`src/rtl/vga_sync_rx.sv`:
```
// VGA sync receiver: recovers (hc,vc) from hsync/vsync, verifies timing/lock, captures one probed pixel.
// Latency: input to px 2 cycles, to probe_color 3 cycles; no backpressure (free-running pixel stream).
module vga_sync_rx #(
  parameter int H_VISIBLE   = 640,
  parameter int H_FRONT     = 16,
  parameter int H_SYNC      = 96,
  parameter int H_BACK      = 48,
  parameter int V_VISIBLE   = 480,
  parameter int V_FRONT     = 10,
  parameter int V_SYNC      = 2,
  parameter int V_BACK      = 33,
  parameter int LOCK_FRAMES = 2
) (
  input  logic        clk,
  input  logic        rst,
  input  logic        hsync,
  input  logic        vsync,
  input  logic [3:0]  red,
  input  logic [3:0]  green,
  input  logic [3:0]  blue,
  input  logic [9:0]  probe_x,
  input  logic [9:0]  probe_y,
  output logic [9:0]  hc,
  output logic [9:0]  vc,
  output logic        locked,
  output logic        frame_start,
  output logic [11:0] probe_color,
  output logic        probe_valid,
  output logic [7:0]  err_count
);

  localparam int H_TOTAL = H_VISIBLE + H_FRONT + H_SYNC + H_BACK;
  localparam int V_TOTAL = V_VISIBLE + V_FRONT + V_SYNC + V_BACK;
  localparam logic [9:0] H_LAST   = 10'(H_TOTAL - 1);
  localparam logic [9:0] V_LAST   = 10'(V_TOTAL - 1);
  localparam logic [9:0] HS_START = 10'(H_VISIBLE + H_FRONT);
  localparam logic [9:0] VS_START = 10'(V_VISIBLE + V_FRONT);
  localparam logic [9:0] H_VIS    = 10'(H_VISIBLE);
  localparam logic [9:0] V_VIS    = 10'(V_VISIBLE);
  localparam int TO_W = $clog2(2 * H_TOTAL);
  localparam logic [TO_W-1:0] TO_LAST = TO_W'(2 * H_TOTAL - 1);
  localparam int CW = $clog2(LOCK_FRAMES + 1);

  typedef struct packed {
    logic [3:0] r;
    logic [3:0] g;
    logic [3:0] b;
  } pix_t;

  typedef enum logic [1:0] {SEARCH, VERIFY, LOCKED} state_t;

  logic            hs1, hs2, vs1, vs2;
  pix_t            rgb1, px;
  state_t          state, state_nxt;
  logic [CW-1:0]   clean_cnt, clean_nxt;
  logic [TO_W-1:0] to_cnt;
  logic [9:0]      hc_nxt, vc_nxt;
  logic            hs_fall, vs_fall, h_wrap;
  logic            h_err, v_err, timeout, any_err, probe_hit;

  assign hs_fall = hs2 & ~hs1;
  assign vs_fall = vs2 & ~vs1;

  // Predicted counters: where (hc,vc) would land without any sync edge.
  assign hc_nxt = (hc == H_LAST) ? '0 : hc + 10'd1;
  assign h_wrap = (hc == H_LAST) && !hs_fall;
  assign vc_nxt = h_wrap ? ((vc == V_LAST) ? '0 : vc + 10'd1) : vc;

  assign h_err   = hs_fall && (hc_nxt != HS_START);
  assign v_err   = vs_fall && (vc_nxt != VS_START);
  assign timeout = !hs_fall && (to_cnt == TO_LAST);
  assign any_err = h_err | v_err | timeout;

  assign probe_hit = locked && (hc == probe_x) && (vc == probe_y) &&
                     (probe_x < H_VIS) && (probe_y < V_VIS);

  always_comb begin
    state_nxt = state;
    clean_nxt = clean_cnt;
    case (state)
      SEARCH: begin
        if (vs_fall) begin
          state_nxt = VERIFY;
          clean_nxt = '0;
        end
      end
      VERIFY: begin
        if (any_err) begin
          state_nxt = SEARCH;
        end else if (vs_fall) begin
          clean_nxt = clean_cnt + CW'(1);
          if (clean_cnt == CW'(LOCK_FRAMES - 1)) state_nxt = LOCKED;
        end
      end
      LOCKED: begin
        if (any_err) state_nxt = SEARCH;
      end
      default: state_nxt = SEARCH;
    endcase
  end

  always_ff @(posedge clk) begin
    if (rst) begin
      hs1         <= 1'b1;
      hs2         <= 1'b1;
      vs1         <= 1'b1;
      vs2         <= 1'b1;
      rgb1        <= '0;
      px          <= '0;
      hc          <= '0;
      vc          <= '0;
      to_cnt      <= '0;
      state       <= SEARCH;
      clean_cnt   <= '0;
      locked      <= 1'b0;
      frame_start <= 1'b0;
      probe_color <= '0;
      probe_valid <= 1'b0;
      err_count   <= '0;
    end else begin
      hs1  <= hsync;
      hs2  <= hs1;
      vs1  <= vsync;
      vs2  <= vs1;
      rgb1 <= '{r: red, g: green, b: blue};
      px   <= rgb1;

      hc <= hs_fall ? HS_START : hc_nxt;
      vc <= vs_fall ? VS_START : vc_nxt;

      // Restart after a timeout so a dead link keeps reporting errors.
      to_cnt <= (hs_fall || timeout) ? '0 : to_cnt + TO_W'(1);

      state     <= state_nxt;
      clean_cnt <= clean_nxt;
      locked    <= (state_nxt == LOCKED);

      if (state != SEARCH && any_err && err_count != 8'hFF)
        err_count <= err_count + 8'd1;

      frame_start <= locked && (hc == '0) && (vc == '0);

      probe_valid <= probe_hit;
      if (probe_hit) probe_color <= px;
    end
  end

endmodule
```
`config.mk`:
```
export PLATFORM = sky130hd
export DESIGN_NAME = vga_sync_rx
export DESIGN_NICKNAME = d
export VERILOG_FILES = /design/src/rtl/vga_sync_rx.sv
export SDC_FILE = /design/constraint.sdc
export NUM_CORES = 1
export LEC_CHECK = 0
export ABC_AREA = 1
export CORE_UTILIZATION = 41
export DETAILED_ROUTE_END_ITERATION = 10
export PLACE_DENSITY = 0.68
export REMOVE_ABC_BUFFERS = 1
export SLEW_MARGIN = 40
export SYNTH_ARGS = -nofsm -noshare
export SYNTH_HDL_FRONTEND = slang
export SYNTH_SLANG_ARGS = --single-unit
```
`constraint.sdc`:
```
create_clock -name clk -period 2.1 [get_ports clk]
set_clock_uncertainty 0.1 [all_clocks]
set_input_delay 0.315 -clock clk [delete_from_list [all_inputs] [get_ports clk]]
set_output_delay 0.315 -clock clk [all_outputs]
set_load 0.005 [all_outputs]
```
* Word-level counts from Yosys, hierarchy flattened
Index checks and enable logic that the tools add are counted.
** Cells by class
- Add/subtract/negate cells :: 5
- $lt $le $gt $ge :: 2
- Eq/ne operators :: 15
- Mux-type cells :: 15
- Bitwise gates (word level) :: 6
- Reductions and logical operators :: 23
** Operators by type and width (number)
- 2-to-1 mux 10 bit :: 4
- adder 10 x 1 -> 10 bit, second input constant :: 2
- equality test 10 bit :: 2
- equality test 10 bit, second input constant :: 2
- zero test 10 bit :: 2
- 2-to-1 mux 2 bit :: 8
- logical AND 1 bit :: 12
- adder 11 x 1 -> 11 bit, second input constant :: 1
- equality test 11 bit, second input constant :: 1
- < comparator 10 bit, second input constant :: 1
- < comparator 10 x 9 -> 1 bit, second input constant :: 1
- inequality test 10 bit, second input constant :: 1
- inequality test 10 x 9 -> 1 bit, second input constant :: 1
- 2-to-1 mux 9 bit :: 1
- adder 8 x 1 -> 8 bit, second input constant :: 1
- inequality test 8 bit, second input constant :: 1
- inequality test 2 bit, second input constant :: 3
- one-hot mux 2 bit (3 select lines) :: 1
- OR reduction 2 bit :: 3
- equality test 2 x 1 -> 1 bit, second input constant :: 2
- equality test 2 bit, second input constant :: 2
- one-hot mux 2 bit (2 select lines) :: 1
- AND reduction 4 bit :: 1
- nonzero test 2 bit :: 2
- other kinds (7) :: 10
** Storage, ports and cells
- Flip-flop bits (word level) :: 86
- Input bits :: 36
- Logic and storage cells :: 88

* Depth between registers and ports, before layout
Gate-level depths: netlist of the first run.
- Word-level depth :: 12
- Mapped depth :: 16

* Least setup slack after synthesis of the first run
OpenSTA, ideal clock, no wires.
- Path type :: reg-to-reg
- From :: reg hc[0]
- To :: reg err_count[1]
- Setup time :: 0.128 ns
- Arrival time :: 1.958 ns
- Required time :: 1.872 ns
- Slack :: -0.086 ns
- Cell stages (with the launch flop) :: 15
- Path buffers :: 2
- Clock period less this slack :: 2.186 ns
- Path through :: dfxtp_1 -> ha_1 -> nand2_4 -> nor2_8 -> nand4_4 -> buf_6 -> o21ai_2 -> nand2_1 -> nor2_2 -> nand3_2 -> nand2_4 -> nand2_4 -> buf_6 -> nand3_1 -> a21oi_1
** On the way
- Cells in the longest elaborated chain, start to end :: 9
- Elaborated cells on any way between the ends :: 13
- Those cells by class :: add/sub: 1; eq/ne: 3; mux: 2; bitwise: 2; reduce/logical: 5
** Ends and longest elaborated chain
- start, declared :: line 23 : output logic [9:0] hc,
- start signal, assigned :: line 128 : hc <= hs_fall ? HS_START : hc_nxt;
- parallel branches: the longest is 5 deep, another holds adder 10 x 1 -> 10 bit
- bitwise OR 1 bit * (2 in a row) :: line 72 : assign any_err = h_err | v_err | timeout;
- logical AND 1 bit * (2 in a row) :: line 138 : if (state != SEARCH && any_err && err_count != 8'hFF)
- end signal, assigned :: line 139 : err_count <= err_count + 8'd1;
- end, declared :: line 29 : output logic [7:0] err_count
Every way passes the cells marked *.
A chain may end at the register's enable or synchronous reset.

* Worst setup path after layout of the first run
- From :: reg hc[1]
- To :: reg err_count[2]
Same word-level chain as after synthesis.

==> results_dict.tcl, run 1 <==
set metrics [dict create \
    gp_congestion 0.897 \
    area_growth_syn_to_layout_pct 38.9 \
    post_dp_cell_area_mm2 0.00538 \
    min_path_type "primary input to flip-flop" \
    synth_fa_ha_area_frac 0.0211 \
    timing.fmax_mhz 463 \
    tritoncts "built" \
    vias_per_cell 4.69 \
    n_antenna_cell 0 \
    synth_area_mm2 0.00415 \
    post-place-ws_ns -0.187 \
    critPathCaptureType "flip-flop" \
    syn_avg_cell_area_um2 7.25 \
    synth_edf_count 0 \
    crit_path_max_fanout 8 \
    power.density_mw_per_mm2 580 \
    rsz0062_at_grt "yes" \
    cts_root_buf "clkbuf_8" \
    via_count 3946 \
    clockBufferDepth 2 \
    worst_slack_ns -0.0611 \
    grt_usage 0.198 \
    path_cells "ha_4, nand2_4, nor2_8, nand3_4, nor2_8, nand2_1, nand2_2, nand2_1, nor2_2, nand3_2, nand2_4, nand2_8, nand2_8, nand2_1, a21oi_2" \
    slew_headroom 0.594 \
    yosysWarnings 0 \
    start_kind "flip-flop" \
    ys_types 41 \
    clkTransAtPathRegs_ns 0.08 \
    synth-seq-area-share 0.415 \
    cpMostUsedCell "nand2_1" \
    status "finished, violations left" \
    die_h_um 103 \
    grt_pass1_wl_um 16300 \
    routed_wl_um 10000 \
    yosysTopAreaCellShare 0.415 \
    ios 79 \
    setup_viol 10 \
    dr.pass1.iters 5 \
    critical_path_class "flip-flop to flip-flop" \
    synthXorXnorAreaFrac 0.0253 \
    hpwl_um 7450 \
    cts-buffers-inserted 9 \
    slowest_delay_ns 0.36 \
    slew_violations 0 \
    htreeDepth 3 \
    critPathTopFamily "simple AND/OR/NAND/NOR gates" \
    synth-simple-area-share 0.337 \
    remaining_drc_errors 0 \
    synth_compound_area_frac 0.0887 \
    irDropWorstVdd_mv 0.402 \
    grt_max_degree 35 \
    ys_top_cells_by_area "dfxtp_1 41%, nand2_1 10%, inv_1 9.0%" \
    period_minus_slack_ns 2.16 \
    ys_ff_latch 86 \
    violations "setup timing" \
    wl_per_cell_um 11.9 \
    synthMuxAreaShare 0 \
    fp.dieW_um 103 \
    cts_hold_repair.buffers 0 \
    dieArea_mm2 0.0105 \
    final_antenna_net_count 0 \
    synth_commonest_cells "113 x nand2_1, 100 x inv_1, 96 x nor2_1" \
    core_area_mm2 0.00977 \
    start_util 0.424 \
    synthArstFlopShare 0 \
    p_leak_uw 0.00268 \
    worstPathArrival_ns 2.34 \
    placement.io_buffers 78 \
    fin_crit_sh 1.03 \
    hold_viol 0 \
    drt-initial-drc-count 121 \
    antenna_found_initial 0 \
    yosysTopAreaCell "dfxtp_1" \
    drive_above_1_share 0.182 \
    crit_required_ns 2.28 \
    overflow 0 \
    synthesis.instances 572 \
    critPathBufInv 0 \
    cap_violations 0 \
    synth_top_family_by_area "simple AND/OR/NAND/NOR gates" \
    worstSkewPairLatency_ns 0.35 \
    setup_tns_ns -0.373 \
    grt_pass1_vias 3696 \
    clock_sinks 86 \
    p_total_uw 3340 \
    final_area_mm2 0.00576 \
    nets 747 \
    cp_slowest_cell "dfxtp_2" \
    utilization 0.590 \
    synth.most_common_cell "nand2_1" \
    ys.flop_type "dfxtp_1" \
    worst_pin_slew_ns 0.607 \
    rows 36 \
]
==> worst reg2reg max path: stages (launching register included) <==
cell     delay (ns)
dfxtp_2        0.36
ha_4           0.15
nand2_4        0.08
nor2_8         0.15
nand3_4        0.13
nor2_8         0.16
nand2_1        0.09
nand2_2        0.07
nand2_1        0.07
nor2_2         0.10
nand3_2        0.10
nand2_4        0.13
nand2_8        0.09
nand2_8        0.10
nand2_1        0.09
a21oi_2        0.12
==> power by group <==
part	switching (µW)	total [µW]	internal, µW
registers	32.5	1710	1680
clock network	590	1220	627
logic	209	415	205
==> routing by layer <==
layer	part of all wire	track usage	up-vias
met4	0.015	0.101	0
li1	-	-	2060
met1	0.45	0.238	1760
met2	0.49	0.339	114
met3	0.049	0.0325	12
met5	0	0	-
==> area by class of cell <==
type,instances,area [µm²]
clock buffer,11,151
clock inverter,5,65.1
fill,905,4010
inverter,103,387
multi-input combinational,373,2070
sequential,86,1730
tap,133,166
timing repair buffer,131,1190
==> worst paths after layout <==
check        slack (ns)      endpoint    start  cells past startpoint
max               -0.06  err_count[2]    hc[1]                     15
min                0.18         hc[4]      rst                      2
min reg2reg        0.31         px[7]  rgb1[7]                      2
max reg2reg       -0.06  err_count[2]    hc[1]                     15
==> stage by stage <==
| step | hold WS, ns | instances |
|---|---|---|
| after floorplan | 0.284 | 560 |
| after global placement | 0.289 | 819 |
| after detailed placement | 0.294 | 819 |
| after CTS | 0.144 | 839 |
| after global routing | 0.165 | 842 |
| final | 0.178 | 842 |
==> logic make-up after synthesis <==
kind of cell,Yosys count
AND/OR/NAND/NOR,298
buffers and inverters,115
flip-flops,86
AO/OA/AOI/OAI,54
XOR/XNOR,12
adder cells (fa/ha/maj),7
==> registers in the layout (all words and copies together), names as in the netlist <==
name and flops:
frame_start 1, locked 1, err_count 8, hc 10, probe_valid 1, px 12, clean_cnt 2, vs1 1
to_cnt 11, state 2, hs2 1, probe_color 12, rgb1 12, hs1 1, vs2 1, vc 10
==> layout by cell type (no fill, tap or decap), types with 10 or more instances in the layout <==
cell type / n
a21oi_1: 15
buf_4: 51
clkbuf_8: 11
clkdlybuf4s50_1: 77
dfxtp_1: 81
inv_1: 99
nand2_1: 105
nand2_2: 10
nand3_1: 35
nand4_1: 13
nor2_1: 92
o211a_1: 12
==> repair_timing <==
action | 4_1_cts | 5_1_grt
pin swaps | 10 | 8
gates cloned | 1 | 1
setup buffers | 3 | 2
setup endpoints to repair | 12 | 17
gates resized for setup | 22 | 11
(Power assumes the default switching activity.)
==> inputs of run 2 (changes only) <==
- CORE_MARGIN: unset -> 3
==> run 2 against run 1 <==
Compared with the run above:
- the run still ends with setup timing left
- global-route usage shrank 2.4 points
- via count grew 0.51%
- wire length shrank 0.95%
- maximum frequency grew 1.4%
- setup slack gained 0.030 ns
- cell area shrank 1.0%
- sequential power is essentially flat
- combinational power shrank 2%
- die area grew 8.0%
- first-iteration DRC count shrank 4.1%
- critical path type unchanged
==> results_dict.tcl, run 2 (synthesis results as in run 1) <==
set metrics [dict create \
    critPathCaptureType "flip-flop" \
    grt_pass1_vias 3686 \
    worst_slack_ns -0.0311 \
    setup_tns_ns -0.179 \
    ios 79 \
    status "finished, violations left" \
    min_from "rst" \
    p_total_uw 3260 \
    nets 744 \
    start_util 0.423 \
    crit_end "err_count[4]" \
    drt-initial-drc-count 116 \
    via_count 3966 \
    final_antenna_net_count 0 \
    final_cell_mix "110 x nand2_1, 100 x inv_1, 93 x nor2_1" \
    power.density_mw_per_mm2 571 \
    period_minus_slack_ns 2.13 \
    dr.pass1.iters 5 \
    placement.io_buffers 78 \
    worstReg2RegStart "hc[1]" \
    vias_per_cell 4.73 \
    clock_sinks 86 \
    min_path_type "primary input to flip-flop" \
    dieArea_mm2 0.0114 \
    worstSkewPairLatency_ns 0.36 \
    clockBufferDepth 2 \
    worst_pin_slew_ns 0.634 \
    critical_path_class "flip-flop to flip-flop" \
    overflow 0 \
    clkTransAtPathRegs_ns 0.10 \
    rows 36 \
    slew_headroom 0.576 \
    violations "setup timing" \
    crit_required_ns 2.29 \
    core_area_mm2 0.00982 \
    irDropWorstVdd_mv 0.370 \
    n_antenna_cell 0 \
    p_leak_uw 0.00268 \
    r2r_slack_ns -0.03 \
    area_growth_syn_to_layout_pct 37.5 \
    grt_usage 0.174 \
    crit_path_max_fanout 10 \
    die_h_um 107 \
    hold_viol 0 \
    cts_root_buf "clkbuf_8" \
    fp.dieW_um 107 \
    htreeDepth 3 \
    timing.fmax_mhz 469 \
    fin_crit_sh 1.01 \
    worstPathArrival_ns 2.32 \
    rsz0062_at_grt "yes" \
    start_kind "flip-flop" \
    grt_max_degree 27 \
    cap_violations 0 \
    cts-buffers-inserted 9 \
    hpwl_um 7520 \
    slew_violations 0 \
    r2r_cells 15 \
    antenna_found_initial 0 \
    top_regs "probe_color x12, px x12, rgb1 x12" \
    drive_above_1_share 0.166 \
    fill_cells 952 \
    multi_input_area_mm2 0.00204 \
    routed_wl_um 9950 \
    grt_pass1_wl_um 16200 \
    tritoncts "built" \
    r2r_end "err_count[4]" \
    regArea_mm2 0.00173 \
    setup_viol 10 \
    wl_per_cell_um 11.9 \
    crit_path_start "hc[1]" \
    remaining_drc_errors 0 \
    final_common_cell "nand2_1" \
    gp_congestion 0.920 \
]
-- run 2: power breakdown --
| part | internal (µW) | switching (µW) |
|---|---|---|
| registers | 1680 | 31.3 |
| clock network | 470 | 672 |
| logic | 203 | 202 |
| total | 2350 | 905 |
-- run 2: layer usage --
| layer | vias up | track usage | part of all wire |
|---|---|---|---|
| li1 | 2048 | - | - |
| met1 | 1785 | 0.222 | 0.46 |
| met2 | 112 | 0.279 | 0.46 |
| met3 | 21 | 0.0403 | 0.061 |
| met4 | 0 | 0.0795 | 0.025 |
| met5 | - | 0 | 0 |
-- run 2: metrics by stage --
stage	util	instance area, µm²	instances	setup WS, ns	hold WS, ns
floorplan	-	4070	560	-0.0903	0.284
global placement	0.548	5380	819	-0.106	0.290
detailed placement	0.548	5380	819	-0.181	0.293
CTS	0.576	5660	838	-0.0721	0.122
global route	0.581	5710	839	-0.187	0.125
finish	0.581	5710	839	-0.0311	0.142
-- run 2: area by class of cell --
| class | count | share of cell area |
|---|---|---|
| repair buffers | 129 | 0.207 |
| inverters | 103 | 0.0678 |
| clock buffers | 9 | 0.0217 |
| multi-input cells | 372 | 0.358 |
| clock inverters | 7 | 0.0132 |
| well taps | 133 | 0.0292 |
| flip-flops and latches | 86 | 0.303 |
-- run 2: how the worst min path moves through the flow --
stage	end	slack [ns]	depth (start not counted)
floorplan	err_count[0]	0.28	1
global placement	px[6]	0.29	2
detailed placement	px[3]	0.29	2
CTS	hc[4]	0.12	2
global route	px[4]	0.12	2
finish	hc[4]	0.14	2
-- run 2: timing repair --
action	CTS	global route
pin swaps	5	4
hold buffers	0	0
gates resized for setup	11	16
buffers inserted	2	1
setup endpoints to repair	13	25
cloned	1	0
-- run 2: worst max-delay path: stages, from the launching register on --
cell and delay, ns:
dfxtp_2 0.36, ha_4 0.16, nand2_4 0.07, nor2_8 0.14, nand3_4 0.12, nor2_8 0.17
nand2_1 0.09, nand2_2 0.07, nand2_1 0.06, nor2_2 0.15, nand3_2 0.10, nand2_4 0.11
nand2_8 0.09, nand2_8 0.08, nand2_1 0.07, a21oi_2 0.12
